$ cat src/rtl/adc_xy_fb_writer_if.sv
// Framebuffer write channel: valid/ready handshake carrying one pixel write.
// The master (the writer) drives valid/addr/color; the slave drives ready.
interface adc_xy_fb_writer_if #(
    parameter int ADDR_BITS = 19
);
    logic                 fb_wr_valid;
    logic                 fb_wr_ready;
    logic [ADDR_BITS-1:0] fb_wr_addr;
    logic [2:0]           fb_wr_color;

    modport master (
        output fb_wr_valid,
        output fb_wr_addr,
        output fb_wr_color,
        input  fb_wr_ready
    );

    modport slave (
        input  fb_wr_valid,
        input  fb_wr_addr,
        input  fb_wr_color,
        output fb_wr_ready
    );
endinterface

$ cat src/rtl/adc_xy_fb_writer.sv
// ADC beam sample -> framebuffer pixel write.
// Pipeline: S1 capture, S2 range check + linearise, S3 staging, then a
// first-word-fall-through FIFO towards the framebuffer write channel.
// A sample presented on edge N is visible on fb_wr_valid after edge N+3.
// Optional build macro ADC_XY_FB_DEDUP_EN: skip a push identical to the
// last pushed {addr,color}; history is cleared by reset and by enable=0.
module adc_xy_fb_writer #(
    parameter int DATA_BITS  = 10,
    parameter int FB_WIDTH   = 640,
    parameter int FB_HEIGHT  = 480,
    parameter int ADDR_BITS  = 19,
    parameter int FIFO_DEPTH = 8
) (
    input  logic                 clk,
    input  logic                 reset,
    input  logic                 i_enable,
    input  logic                 i_adc_valid,
    input  logic [DATA_BITS-1:0] i_adc_x,
    input  logic [DATA_BITS-1:0] i_adc_y,
    input  logic                 i_adc_red,
    input  logic                 i_adc_grn,
    input  logic                 i_adc_blu,
    adc_xy_fb_writer_if.master   fb,
    output logic [15:0]          o_dropped_cnt,
    output logic                 o_overflow
);
    localparam int PTR_BITS   = $clog2(FIFO_DEPTH);
    localparam int CNT_BITS   = PTR_BITS + 1;
    localparam int ENTRY_BITS = ADDR_BITS + 3;

    logic                 r_s1_v;
    logic [DATA_BITS-1:0] r_s1_x;
    logic [DATA_BITS-1:0] r_s1_y;
    logic [2:0]           r_s1_rgb;
    logic                 r_s2_v;
    logic [ADDR_BITS-1:0] r_s2_addr;
    logic [2:0]           r_s2_rgb;
    logic                 r_s3_v;
    logic [ADDR_BITS-1:0] r_s3_addr;
    logic [2:0]           r_s3_rgb;

    logic [ENTRY_BITS-1:0] r_mem [FIFO_DEPTH];
    logic [PTR_BITS-1:0]   r_wr_ptr;
    logic [PTR_BITS-1:0]   r_rd_ptr;
    logic [CNT_BITS-1:0]   r_count;
    logic [15:0]           r_dropped;
    logic                  r_overflow;

    logic                  w_s1_keep;
    logic [ADDR_BITS-1:0]  w_s1_addr;
    logic [ENTRY_BITS-1:0] w_s3_entry;
    logic [ENTRY_BITS-1:0] w_head;
    logic                  w_full;
    logic                  w_empty;
    logic                  w_pop;
    logic                  w_dup;
    logic                  w_push;
    logic                  w_drop;

    // Off-screen or blank-beam samples never reach the FIFO.
    assign w_s1_keep = r_s1_v && (int'(r_s1_x) < FB_WIDTH) && (int'(r_s1_y) < FB_HEIGHT)
                       && (r_s1_rgb != 3'b000);
    assign w_s1_addr = ADDR_BITS'(r_s1_y) * ADDR_BITS'(FB_WIDTH) + ADDR_BITS'(r_s1_x);

    // S1: capture the raw ADC sample every cycle.
    always_ff @(posedge clk or posedge reset) begin
        if (reset) begin
            r_s1_v   <= 1'b0;
            r_s1_x   <= '0;
            r_s1_y   <= '0;
            r_s1_rgb <= '0;
        end else begin
            r_s1_v   <= i_enable & i_adc_valid;
            r_s1_x   <= i_adc_x;
            r_s1_y   <= i_adc_y;
            r_s1_rgb <= {i_adc_red, i_adc_grn, i_adc_blu};
        end
    end

    // S2 qualifies and linearises, S3 stages the candidate push.
    always_ff @(posedge clk or posedge reset) begin
        if (reset) begin
            r_s2_v    <= 1'b0;
            r_s2_addr <= '0;
            r_s2_rgb  <= '0;
            r_s3_v    <= 1'b0;
            r_s3_addr <= '0;
            r_s3_rgb  <= '0;
        end else begin
            r_s2_v    <= w_s1_keep;
            r_s2_addr <= w_s1_addr;
            r_s2_rgb  <= r_s1_rgb;
            r_s3_v    <= r_s2_v;
            r_s3_addr <= r_s2_addr;
            r_s3_rgb  <= r_s2_rgb;
        end
    end

    assign w_s3_entry = {r_s3_addr, r_s3_rgb};
    assign w_full     = (r_count == CNT_BITS'(FIFO_DEPTH));
    assign w_empty    = (r_count == '0);
    assign w_pop      = !w_empty && fb.fb_wr_ready;

`ifdef ADC_XY_FB_DEDUP_EN
    logic                  r_hist_v;
    logic [ENTRY_BITS-1:0] r_hist;

    assign w_dup = r_hist_v && (r_hist == w_s3_entry);

    // History of the last accepted push; enable=0 forgets it.
    always_ff @(posedge clk or posedge reset) begin
        if (reset) begin
            r_hist_v <= 1'b0;
            r_hist   <= '0;
        end else if (!i_enable) begin
            r_hist_v <= 1'b0;
        end else if (w_push) begin
            r_hist_v <= 1'b1;
            r_hist   <= w_s3_entry;
        end
    end
`else
    assign w_dup = 1'b0;
`endif

    // A full FIFO still accepts a push when the head leaves in the same cycle.
    assign w_push = r_s3_v && !w_dup && (!w_full || w_pop);
    assign w_drop = r_s3_v && !w_dup && w_full && !w_pop;

    // FIFO storage; contents are qualified by r_count so no reset is needed.
    always_ff @(posedge clk) begin
        if (w_push) begin
            r_mem[r_wr_ptr] <= w_s3_entry;
        end
    end

    // FIFO pointers and occupancy; pointers wrap since depth is a power of 2.
    always_ff @(posedge clk or posedge reset) begin
        if (reset) begin
            r_wr_ptr <= '0;
            r_rd_ptr <= '0;
            r_count  <= '0;
        end else begin
            if (w_push) r_wr_ptr <= r_wr_ptr + PTR_BITS'(1);
            if (w_pop)  r_rd_ptr <= r_rd_ptr + PTR_BITS'(1);
            if (w_push && !w_pop)      r_count <= r_count + CNT_BITS'(1);
            else if (w_pop && !w_push) r_count <= r_count - CNT_BITS'(1);
        end
    end

    // Saturating drop counter and sticky overflow flag.
    always_ff @(posedge clk or posedge reset) begin
        if (reset) begin
            r_dropped  <= '0;
            r_overflow <= 1'b0;
        end else if (w_drop) begin
            if (r_dropped != 16'hFFFF) r_dropped <= r_dropped + 16'd1;
            r_overflow <= 1'b1;
        end
    end

    assign w_head         = r_mem[r_rd_ptr];
    assign fb.fb_wr_valid = !w_empty;
    assign fb.fb_wr_addr  = w_empty ? '0 : w_head[ENTRY_BITS-1:3];
    assign fb.fb_wr_color = w_empty ? '0 : w_head[2:0];
    assign o_dropped_cnt  = r_dropped;
    assign o_overflow     = r_overflow;
endmodule

$ cat src/flat_wrapper.sv
// flat-port wrapper written by rule: the top's interface ports become plain ports
module adc_xy_fb_writer_flat 
#(
    parameter int DATA_BITS  = 10,
    parameter int FB_WIDTH   = 640,
    parameter int FB_HEIGHT  = 480,
    parameter int ADDR_BITS  = 19,
    parameter int FIFO_DEPTH = 8
)
  (clk, reset, i_enable, i_adc_valid, i_adc_x, i_adc_y, i_adc_red, i_adc_grn, i_adc_blu, o_dropped_cnt, o_overflow, fb_fb_wr_valid, fb_fb_wr_addr, fb_fb_wr_color, fb_fb_wr_ready);
  adc_xy_fb_writer_if #(.ADDR_BITS(ADDR_BITS)) fb_i ();
  input  logic clk;
  input  logic reset;
  input  logic i_enable;
  input  logic i_adc_valid;
  input  logic [DATA_BITS-1:0] i_adc_x;
  input  logic [DATA_BITS-1:0] i_adc_y;
  input  logic i_adc_red;
  input  logic i_adc_grn;
  input  logic i_adc_blu;
  output logic [15:0] o_dropped_cnt;
  output logic o_overflow;
  output wire logic [$bits(fb_i.fb_wr_valid)-1:0] fb_fb_wr_valid;
  output wire logic [$bits(fb_i.fb_wr_addr)-1:0] fb_fb_wr_addr;
  output wire logic [$bits(fb_i.fb_wr_color)-1:0] fb_fb_wr_color;
  input wire logic [$bits(fb_i.fb_wr_ready)-1:0] fb_fb_wr_ready;
  assign fb_fb_wr_valid = fb_i.fb_wr_valid;
  assign fb_fb_wr_addr = fb_i.fb_wr_addr;
  assign fb_fb_wr_color = fb_i.fb_wr_color;
  assign fb_i.fb_wr_ready = fb_fb_wr_ready;
  adc_xy_fb_writer #(.DATA_BITS(DATA_BITS), .FB_WIDTH(FB_WIDTH), .FB_HEIGHT(FB_HEIGHT), .ADDR_BITS(ADDR_BITS), .FIFO_DEPTH(FIFO_DEPTH)) u_core (.clk(clk), .reset(reset), .i_enable(i_enable), .i_adc_valid(i_adc_valid), .i_adc_x(i_adc_x), .i_adc_y(i_adc_y), .i_adc_red(i_adc_red), .i_adc_grn(i_adc_grn), .i_adc_blu(i_adc_blu), .fb(fb_i), .o_dropped_cnt(o_dropped_cnt), .o_overflow(o_overflow));
endmodule
$ cat config.mk
export PLATFORM = sky130hd
export DESIGN_NAME = adc_xy_fb_writer_flat
export DESIGN_NICKNAME = d
export VERILOG_FILES = /design/src/rtl/adc_xy_fb_writer_if.sv /design/src/rtl/adc_xy_fb_writer.sv /design/src/flat_wrapper.sv
export SDC_FILE = /design/constraint.sdc
export NUM_CORES = 1
export LEC_CHECK = 0
export CAP_MARGIN = 25
export CORE_ASPECT_RATIO = 0.8
export CORE_MARGIN = 2
export CORE_UTILIZATION = 45
export CTS_BUF_LIST = sky130_fd_sc_hd__clkbuf_4 sky130_fd_sc_hd__clkbuf_8
export DETAILED_ROUTE_END_ITERATION = 16
export GPL_TIMING_DRIVEN = 0
export PLACE_DENSITY = 0.73
export SYNTH_ARGS = -nofsm -noshare
export SYNTH_HDL_FRONTEND = slang
export SYNTH_SLANG_ARGS = --single-unit
$ cat constraint.sdc
create_clock -name clk -period 8.2 [get_ports clk]
set_input_delay 1.64 -clock clk [delete_from_list [all_inputs] [get_ports clk]]
set_output_delay 1.64 -clock clk [all_outputs]
set_load 0.02 [all_outputs]
Word level (Yosys, flattened, before mapping)
Memories as Yosys holds them, arrays and structs flattened.
Index checks and enable logic that the tools add are counted.
{"block": "totals", "ff_bits": 97, "mem_bits_rw": 176, "inputBits": 28, "elab_cells": 52, "mem_count": 1}
{"name": "u_core.r_mem", "words": 8, "word_bits": 22, "read_ports": 1, "rd_clocked_by_memory_dff": 0, "write_ports": 1, "line": "adc_xy_fb_writer.sv:42", "text": "logic [ENTRY_BITS-1:0] r_mem [FIFO_DEPTH];"}
{"block": "classes", "addsub": 6, "multipliers": 1, "order_cmp": 2, "n_eq_ne": 2, "n_mux": 6, "n_bitwise": 1, "n_reduce_logical": 18}
{"op": "19-bit by 10-bit adder with 19-bit output", "n": 1}
{"op": "19-bit two-way mux", "n": 1}
{"op": "16-bit by 1-bit adder with 16-bit output (second input constant)", "n": 1}
{"op": "16-bit inequality test (second input constant)", "n": 1}
{"op": "10-bit by 3-bit multiplier with 12-bit output (second input constant)", "n": 1}
{"op": "10-bit less-than comparator (second input constant)", "n": 1}
{"op": "10-bit by 9-bit less-than comparator with 1-bit output (second input constant)", "n": 1}
{"op": "1-bit logical AND", "n": 9}
{"op": "4-bit two-way mux", "n": 2}
{"op": "3-bit by 1-bit adder with 3-bit output (second input constant)", "n": 2}
{"op": "4-bit by 1-bit adder with 4-bit output (second input constant)", "n": 1}
{"op": "4-bit equality test (second input constant)", "n": 1}
{"op": "1-bit zero test", "n": 4}
{"op": "4-bit zero test", "n": 1}
{"op": "4-bit by 1-bit subtractor with 4-bit output (second input constant)", "n": 1}
{"op": "3-bit two-way mux", "n": 1}
{"op": "3-bit nonzero test", "n": 1}
{"op": "1-bit two-way mux", "n": 2}
{"op": "2-bit AND reduction", "n": 1}
{"op": "2-bit nonzero test", "n": 1}
{"op": "1-bit bitwise AND", "n": 1}
{"op": "1-bit logical OR", "n": 1}

Logic depth before layout (Yosys ltp)
Gate-level depths: netlist of the first run.
{"block": "depth", "ltp_word": 9, "depth_mapped": 12, "ltp_nobuf": 12}

Least setup slack after synthesis of the first run
OpenSTA, ideal clock, no wires.
{"block": "synth_path", "path_kind": "input port to flip-flop", "start": "input fb_fb_wr_ready", "end": "memory u_core.r_mem[0][0] (netlist bit) (enable)", "setup_ps": 429, "t_arrival_ps": 3581, "setup_slack_ps": 4190, "stages": 5, "path_cell_list": "nand3b_1 > nand2_1 > inv_1 > nand2b_1 > nor3_1"}
{"block": "synth_between", "elab_chain_cells": 5}
{"element": "start, declared", "line": "flat_wrapper.sv:26", "text": "input wire logic [$bits(fb_i.fb_wr_ready)-1:0] fb_fb_wr_ready;"}
{"element": "1-bit logical AND", "line": "adc_xy_fb_writer.sv:102", "text": "assign w_pop = !w_empty && fb.fb_wr_ready;"}
{"element": "1-bit logical OR", "line": "adc_xy_fb_writer.sv:127", "text": "assign w_push = r_s3_v && !w_dup && (!w_full || w_pop);"}
{"element": "1-bit logical AND", "line": "adc_xy_fb_writer.sv:127"}
{"element": "via u_core.w_push", "line": "adc_xy_fb_writer.sv:57", "text": "logic w_push;"}
{"element": "1-bit two-way mux", "line": "adc_xy_fb_writer.sv:132", "text": "if (w_push) begin"}
{"element": "1-bit two-way mux (implied by the code)", "line": "adc_xy_fb_writer.sv:133", "text": "r_mem[r_wr_ptr] <= w_s3_entry;"}
{"element": "end, declared", "line": "adc_xy_fb_writer.sv:42"}
The timed path passes the listed nets, and every way through them passes these cells.

Worst setup path after layout of the first run
{"block": "layout_path", "start": "register u_core.r_rd_ptr[1]", "end": "output fb_fb_wr_addr[7]"}
{"block": "layout_between", "elab_chain_cells": 2}
{"element": "start, declared", "line": "adc_xy_fb_writer.sv:44", "text": "logic [PTR_BITS-1:0] r_rd_ptr;"}
{"element": "start signal, assigned", "line": "adc_xy_fb_writer.sv:145", "text": "if (w_pop) r_rd_ptr <= r_rd_ptr + PTR_BITS'(1);"}
{"element": "memory read 8 x 22 bit"}
{"element": "19-bit two-way mux", "line": "adc_xy_fb_writer.sv:164", "text": "assign fb.fb_wr_addr = w_empty ? '0 : w_head[ENTRY_BITS-1:3];"}
{"element": "end, declared", "line": "flat_wrapper.sv:24", "text": "output wire logic [$bits(fb_i.fb_wr_addr)-1:0] fb_fb_wr_addr;"}
No other way between the ends.

==> results of run 1 <==
power groups by stage:
stage	clock network (uW)	logic, uW	registers, uW
detailed placement	0	1100	1700
floorplan	0	701	1670
global route	1260	1170	1690
CTS	1190	1100	1670
finish	1170	1080	1680
global placement	0	1070	1690
cell families (layout without fill, tap and decap cells):
logic type / Yosys count / after routing / share of synthesized area
simple gates: 97 / 97 / 0.0483
buf+inv: 27 / 177 / 0.0103
mux: 69 / 69 / 0.119
xor+xnor: 36 / 36 / 0.0302
compound gates: 28 / 28 / 0.0184
fa+ha+maj: 28 / 28 / 0.0357
flops: 273 / 273 / 0.738
routing by layer:
layer | global-route usage | vias to the layer above | wire (um)
met5 | 0 | - | 0
met4 | 0.0579 | 0 | 415
met3 | 0.0339 | 38 | 1180
met2 | 0.267 | 176 | 9180
met1 | 0.222 | 2668 | 8750
li1 | - | 2379 | -
final cells by class:
class                           count  area share
Clock buffer                       65      0.0648
Clock inverter                     12     0.00678
Sequential cell                   273       0.615
Multi-Input combinational cell    258       0.214
Timing Repair Buffer               73      0.0597
Buffer                             15     0.00499
Tap cell                          306      0.0305
Inverter                           12     0.00379
registers in the layout (all words and copies together) (netlist names), 3 cells and up:
signal,flops
u_core.r_mem,176
u_core.r_s2_addr,19
u_core.r_s3_addr,19
u_core.o_dropped_cnt,16
u_core.r_s1_x,10
u_core.r_s1_y,10
u_core.r_count,4
u_core.r_rd_ptr,3
u_core.r_s1_rgb,3
u_core.r_s2_rgb,3
u_core.r_s3_rgb,3
u_core.r_wr_ptr,3
worst reg2reg max path, stage by stage (launching register included):
cell and delay (ps):
dfrtp_1 460, nor4_1 320, clkbuf_2 240, inv_1 120, nand2_1 180, ha_1 230, inv_1 100, ha_1 280
a21o_1 170, a21oi_1 180, xnor2_1 140, nor2_1 70, xor2_1 140
cells in the mapped netlist (all sizes together) (2+ instances only):
library cell | number | area (sq um)
edfxtp | 176 | 5290
dfrtp | 97 | 2430
mux4 | 44 | 991
nor2 | 36 | 135
xnor2 | 31 | 272
ha | 25 | 313
mux2i | 22 | 220
nand2 | 18 | 67.6
inv | 12 | 45.0
nand3 | 10 | 50.1
nor3 | 9 | 61.3
o21ai | 9 | 45.0
buf | 8 | 36.3
a21oi | 7 | 35.0
clkbuf | 7 | 26.3
nand4 | 6 | 52.6
xor2 | 5 | 43.8
nand2b | 4 | 25.0
fa | 3 | 60.1
mux2 | 3 | 37.5
a21o | 2 | 15.0
a41oi | 2 | 36.3
and2 | 2 | 12.5
nor4 | 2 | 12.5
o21a | 2 | 15.0
per-stage QoR:
| stage | total power, uW | area (sq um) | hold slack, ps |
|---|---|---|---|
| 6_report | 3930 | 12500 | 342 |
| 3_5_place_dp | 2800 | 11600 | 335 |
| 4_1_cts | 3970 | 12500 | 343 |
| 5_1_grt | 4120 | 12500 | 341 |
| 3_3_place_gp | 2760 | 11500 | 332 |
| 2_1_floorplan | 2380 | 10500 | 331 |
final timing paths:
| check | from | to | cells after the start |
|---|---|---|---|
| min | u_core.r_s1_x[3]$_DFF_PP0_ | u_core.r_s2_addr[3]$_DFF_PP0_ | 0 |
| max | u_core.r_rd_ptr[1]$_DFFE_PP0N_ | fb_fb_wr_addr[7] | 6 |
| min reg2reg | u_core.r_s1_x[3]$_DFF_PP0_ | u_core.r_s2_addr[3]$_DFF_PP0_ | 0 |
| max in group asynchronous | reset | u_core.r_s3_addr[4]$_DFF_PP0_ | 3 |
| min in group asynchronous | reset | u_core.r_s3_addr[17]$_DFF_PP0_ | 2 |
| max reg2reg | u_core.r_count[0]$_DFFE_PP0P_ | u_core.r_count[3]$_DFFE_PP0P_ | 12 |
==> results_dict.tcl, run 1 <==
set metrics [dict create \
    drt_wl_total_mm 19.5 \
    hp-class "flop to flop" \
    synth_nets 614 \
    ir_drop_mv 0.153 \
    cts_tree "yes" \
    pwr-share-seq 0.426 \
    setup-violations-final 0 \
    tightest_slew_ps 976 \
    syn_area_sq_um 10500 \
    ys_ff_latch 273 \
    post-route-period-util 0.594 \
    final_cell_mix "176 x edfxtp_1, 97 x dfrtp_1, 67 x clkdlybuf4s50_1" \
    finalClockSkew_ps 16.9 \
    drcViolationCount 0 \
    ios 68 \
    cap_violations 0 \
    setup_ws_ps 3330 \
    hold_viol_final 0 \
    syn_inst 558 \
    wire_per_inst_um 19.3 \
    n_antenna_cell 0 \
    cts_max_path_buffers 3 \
    crit_buf_inv 3 \
    rows 49 \
    avgSynthCellArea_sq_um 18.7 \
    area.sequential_sq_um 7710 \
    pwr-share-comb 0.276 \
    rsz0062_at_grt "false" \
    clock-sinks 273 \
    slowest_stage "clkbuf_1" \
    setup_tns_ps 0 \
    overflow 0 \
    core_sq_um 22600 \
    r2r_slack_ps 5460 \
    path_max_fanout 10 \
    synthFlopType "edfxtp_1" \
    first_pass_iters 4 \
    fp.dieW_um 174 \
    maxSlewViolCount 0 \
    p_sw_uw 1150 \
    cts_resized 0 \
    grt_pass1_wl_mm 30.4 \
    p_leak_uw 0.00462 \
    ys_seq_area_frac 0.738 \
    area_delta_synth_final_pct 20.0 \
    synthArstFlopShare 0.355 \
    place_congestion 0.805 \
    track_usage 0.164 \
    fin_cells 1014 \
    clockRootBuffer "clkbuf_8" \
    relSlewSlack 0.349 \
    insertion_delay_ps 540 \
    clockPowerShare 0.298 \
    die_h_um 140 \
    p_per_area_nw_per_um2 313 \
    crit_chain "clkbuf_1 > clkbuf_1 > mux4_2 > mux2i_1 > nor2_1 > clkdlybuf4s50_1" \
    portBuffers 67 \
    cp.required_ps 6560 \
    nFillCells 1711 \
    antenna_found_initial 0 \
    run_status "finished clean" \
    clkSlewWorstSetupHoldPaths_ps 60 \
    final_util 0.554 \
    drive_gt1_frac 0.213 \
    cp_data_arrival_time_ps 3230 \
    first_global_vias 5587 \
    p_int_uw 2780 \
    numCtsBuffers 42 \
    pre_cts_ws_ps 3860 \
    hpwl_mm 11.9 \
    cts_setup_buffers 0 \
    synth_edf_count 176 \
    start_util 0.462 \
    ys_types 47 \
    startpoint_type "flop" \
    switching_share 0.293 \
    cp-end-kind "output port" \
    max_clock_freq_ghz 0.205 \
    drt_iter0_markers 363 \
    multi_input_area_sq_um 2690 \
    cts_hold_buf 0 \
    path_delay_family "buffers and inverters" \
    grt_max_degree 57 \
    path_class "flop to output port" \
    drt-vias-per-instance 5.19 \
    antenna_left 0 \
    ys_warn_count 0 \
    h-tree-depth 2 \
    cpMostUsedCell "clkbuf_1" \
    die_area_sq_um 24500 \
    dr_total_vias 5261 \
    nets 731 \
    period_needed_ps 4870 \
    critPathMaxStageDelay_ps 640 \
    place_inst 936 \
    final_common_cell "edfxtp_1" \
]
No activity file was read; power rests on OpenSTA's default activity.
==> run 2, diff against run 1 <==
clock period = 4.8 ns   (was 8.2 ns; I/O delays follow)
==> results of run 2 <==
Same layout as run 1 (identical final DEF). Status: finished clean.
Among the figures that moved: setup slack after placement 3860 ps -> 1140 ps; setup slack after layout 3330 ps -> 607 ps; register-to-register setup slack 5460 ps -> 2060 ps; total power 3930 uW -> 6710 uW; worst IR drop on VDD 0.153 mV -> 0.262 mV
==> run 3, diff against run 2 <==
CORE_UTILIZATION = 61   (was 45)
GPL_TIMING_DRIVEN = default   (was 0)
PLACE_DENSITY = 0.92   (was 0.73)
==> results_dict.tcl, run 3 (synthesis gave the netlist of run 1 again) <==
set metrics [dict create \
    run_status "finished clean" \
    period_needed_ps 4020 \
    drcViolationCount 0 \
    nFillCells 915 \
    core_sq_um 16700 \
    grt_max_degree 73 \
    clock-sinks 273 \
    cp.required_ps 3840 \
    ios 68 \
    cp-end-kind "output port" \
    nets 722 \
    wire_per_inst_um 21.2 \
    slowest_stage "dfrtp_2" \
    die_h_um 121 \
    top_regs "u_core.r_mem x176, u_core.r_s2_addr x19, u_core.r_s3_addr x19" \
    clockRootBuffer "clkbuf_8" \
    drt_iter0_markers 487 \
    hp-class "flop to flop" \
    dr_total_vias 5350 \
    final_common_cell "edfxtp_1" \
    critPathMaxStageDelay_ps 670 \
    area_delta_synth_final_pct 18.6 \
    n_antenna_cell 0 \
    r2r_slack_ps 1860 \
    min_to "u_core.r_s2_addr[2]$_DFF_PP0_" \
    hold_viol_final 0 \
    crit_start "u_core.r_rd_ptr[0]$_DFFE_PP0N_" \
    cts_hold_buf 0 \
    ir_drop_mv 0.269 \
    crit_chain "buf_4 > mux4_2 > mux2i_1 > nor2_1 > clkdlybuf4s50_1" \
    drive_gt1_frac 0.210 \
    path_class "flop to output port" \
    insertion_delay_ps 560 \
    antenna_left 0 \
    relSlewSlack 0.409 \
    first_pass_iters 5 \
    overflow 0 \
    clkSlewWorstSetupHoldPaths_ps 60 \
    max_clock_freq_ghz 0.249 \
    h-tree-depth 2 \
    fin_hold_ws_ps 323 \
    path_max_fanout 20 \
    track_usage 0.228 \
    cts_setup_buffers 0 \
    reg2regPathDepth 12 \
    largest_register_ffs 176 \
    rsz0062_at_grt "false" \
    fp.dieW_um 150 \
    numCtsBuffers 41 \
    min_from "u_core.r_s1_x[2]$_DFF_PP0_" \
    portBuffers 67 \
    grtUsageMet2 0.380 \
    setup-violations-final 0 \
    grt_pass1_wl_mm 30.7 \
    p_leak_uw 0.00463 \
    drt_wl_total_mm 19.5 \
    crit_buf_inv 2 \
    fin_cells 919 \
    post-route-period-util 0.837 \
    top_usage_layer "met2" \
    start_util 0.628 \
    cap_violations 0 \
    min_path_cells 0 \
    rows 42 \
    cts_tree "yes" \
    hpwl_mm 11.6 \
    final_cell_mix "176 x edfxtp_1, 95 x dfrtp_1, 67 x clkdlybuf4s50_1" \
    place_inst 843 \
    drt-vias-per-instance 5.82 \
    setup_tns_ps 0 \
    die_area_sq_um 18200 \
    area.sequential_sq_um 7710 \
    multi_input_area_sq_um 2650 \
    path_delay_family "buffers and inverters" \
    place_congestion 0.796 \
    r2r_end "u_core.r_count[3]$_DFFE_PP0P_" \
    grt_use_met1 0.315 \
    maxSlewViolCount 0 \
    cts_resized 0 \
    p_per_area_nw_per_um2 543 \
    finalClockSkew_ps 28.6 \
    grt.met3_usage 0.0368 \
    startpoint_type "flop" \
    cts_max_path_buffers 3 \
    tightest_slew_ps 886 \
    antenna_found_initial 0 \
    cp_data_arrival_time_ps 3060 \
    first_global_vias 5674 \
    r2r-start "u_core.r_count[0]$_DFFE_PP0P_" \
    top_register "u_core.r_mem" \
]
[run 3: changes by cell type in the layout (fill, tap and decap cells not counted), sizes merged]
cell,previous run,this run
bufinv,1,3
clkbuf,73,62
clkinvlp,1,0
inv,12,14
clkinv,10,9
[run 3: worst max path at each step]
stage	to	depth (start not counted)
after floorplan	u_core.o_dropped_cnt[0]$_DFFE_PP0P_	1
after global placement	fb_fb_wr_addr[6]	5
after detailed placement	fb_fb_wr_addr[2]	5
after CTS	fb_fb_wr_addr[2]	5
after global routing	fb_fb_wr_addr[0]	5
final	fb_fb_wr_addr[2]	5
[run 3: metrics by stage]
step,total power [uW],setup WS (ps),util,area [sq um]
floorplan,4060,1310,-,10500
global placement,4610,1360,0.688,11500
detailed placement,4700,1310,0.688,11500
CTS,6800,690,0.744,12400
global route,7020,582,0.744,12400
finish,6730,781,0.744,12400
[run 3: worst reg2reg max path, cell delays in order, from the launching register on]
cell and delay (ps):
dfrtp_1 460, nor4_2 330, buf_4 360, inv_1 150
nand2_1 190, ha_1 230, inv_1 100, ha_1 280
a21o_1 180, a21oi_1 180, xnor2_1 150, nor2_1 70
xor2_1 140
[run 3: where the power goes]
group          total (uW)  switching, uW  internal, uW
Combinational        1690            806           880
Sequential           2950            239          2710
Clock                2090            869          1220
[run 3: metal layers]
layer,share of wire,up-vias
met5,0,-
met4,0.019,0
met3,0.065,33
met2,0.51,213
met1,0.41,2749
li1,-,2355
[run 3: layout make-up]
cell class | instances | share of cell area
Tap cell | 220 | 0.0222
Clock buffer | 62 | 0.0638
Multi-Input combinational cell | 258 | 0.214
Clock inverter | 14 | 0.0121
Sequential cell | 273 | 0.622
Inverter | 12 | 0.00383
Timing Repair Buffer | 80 | 0.0620
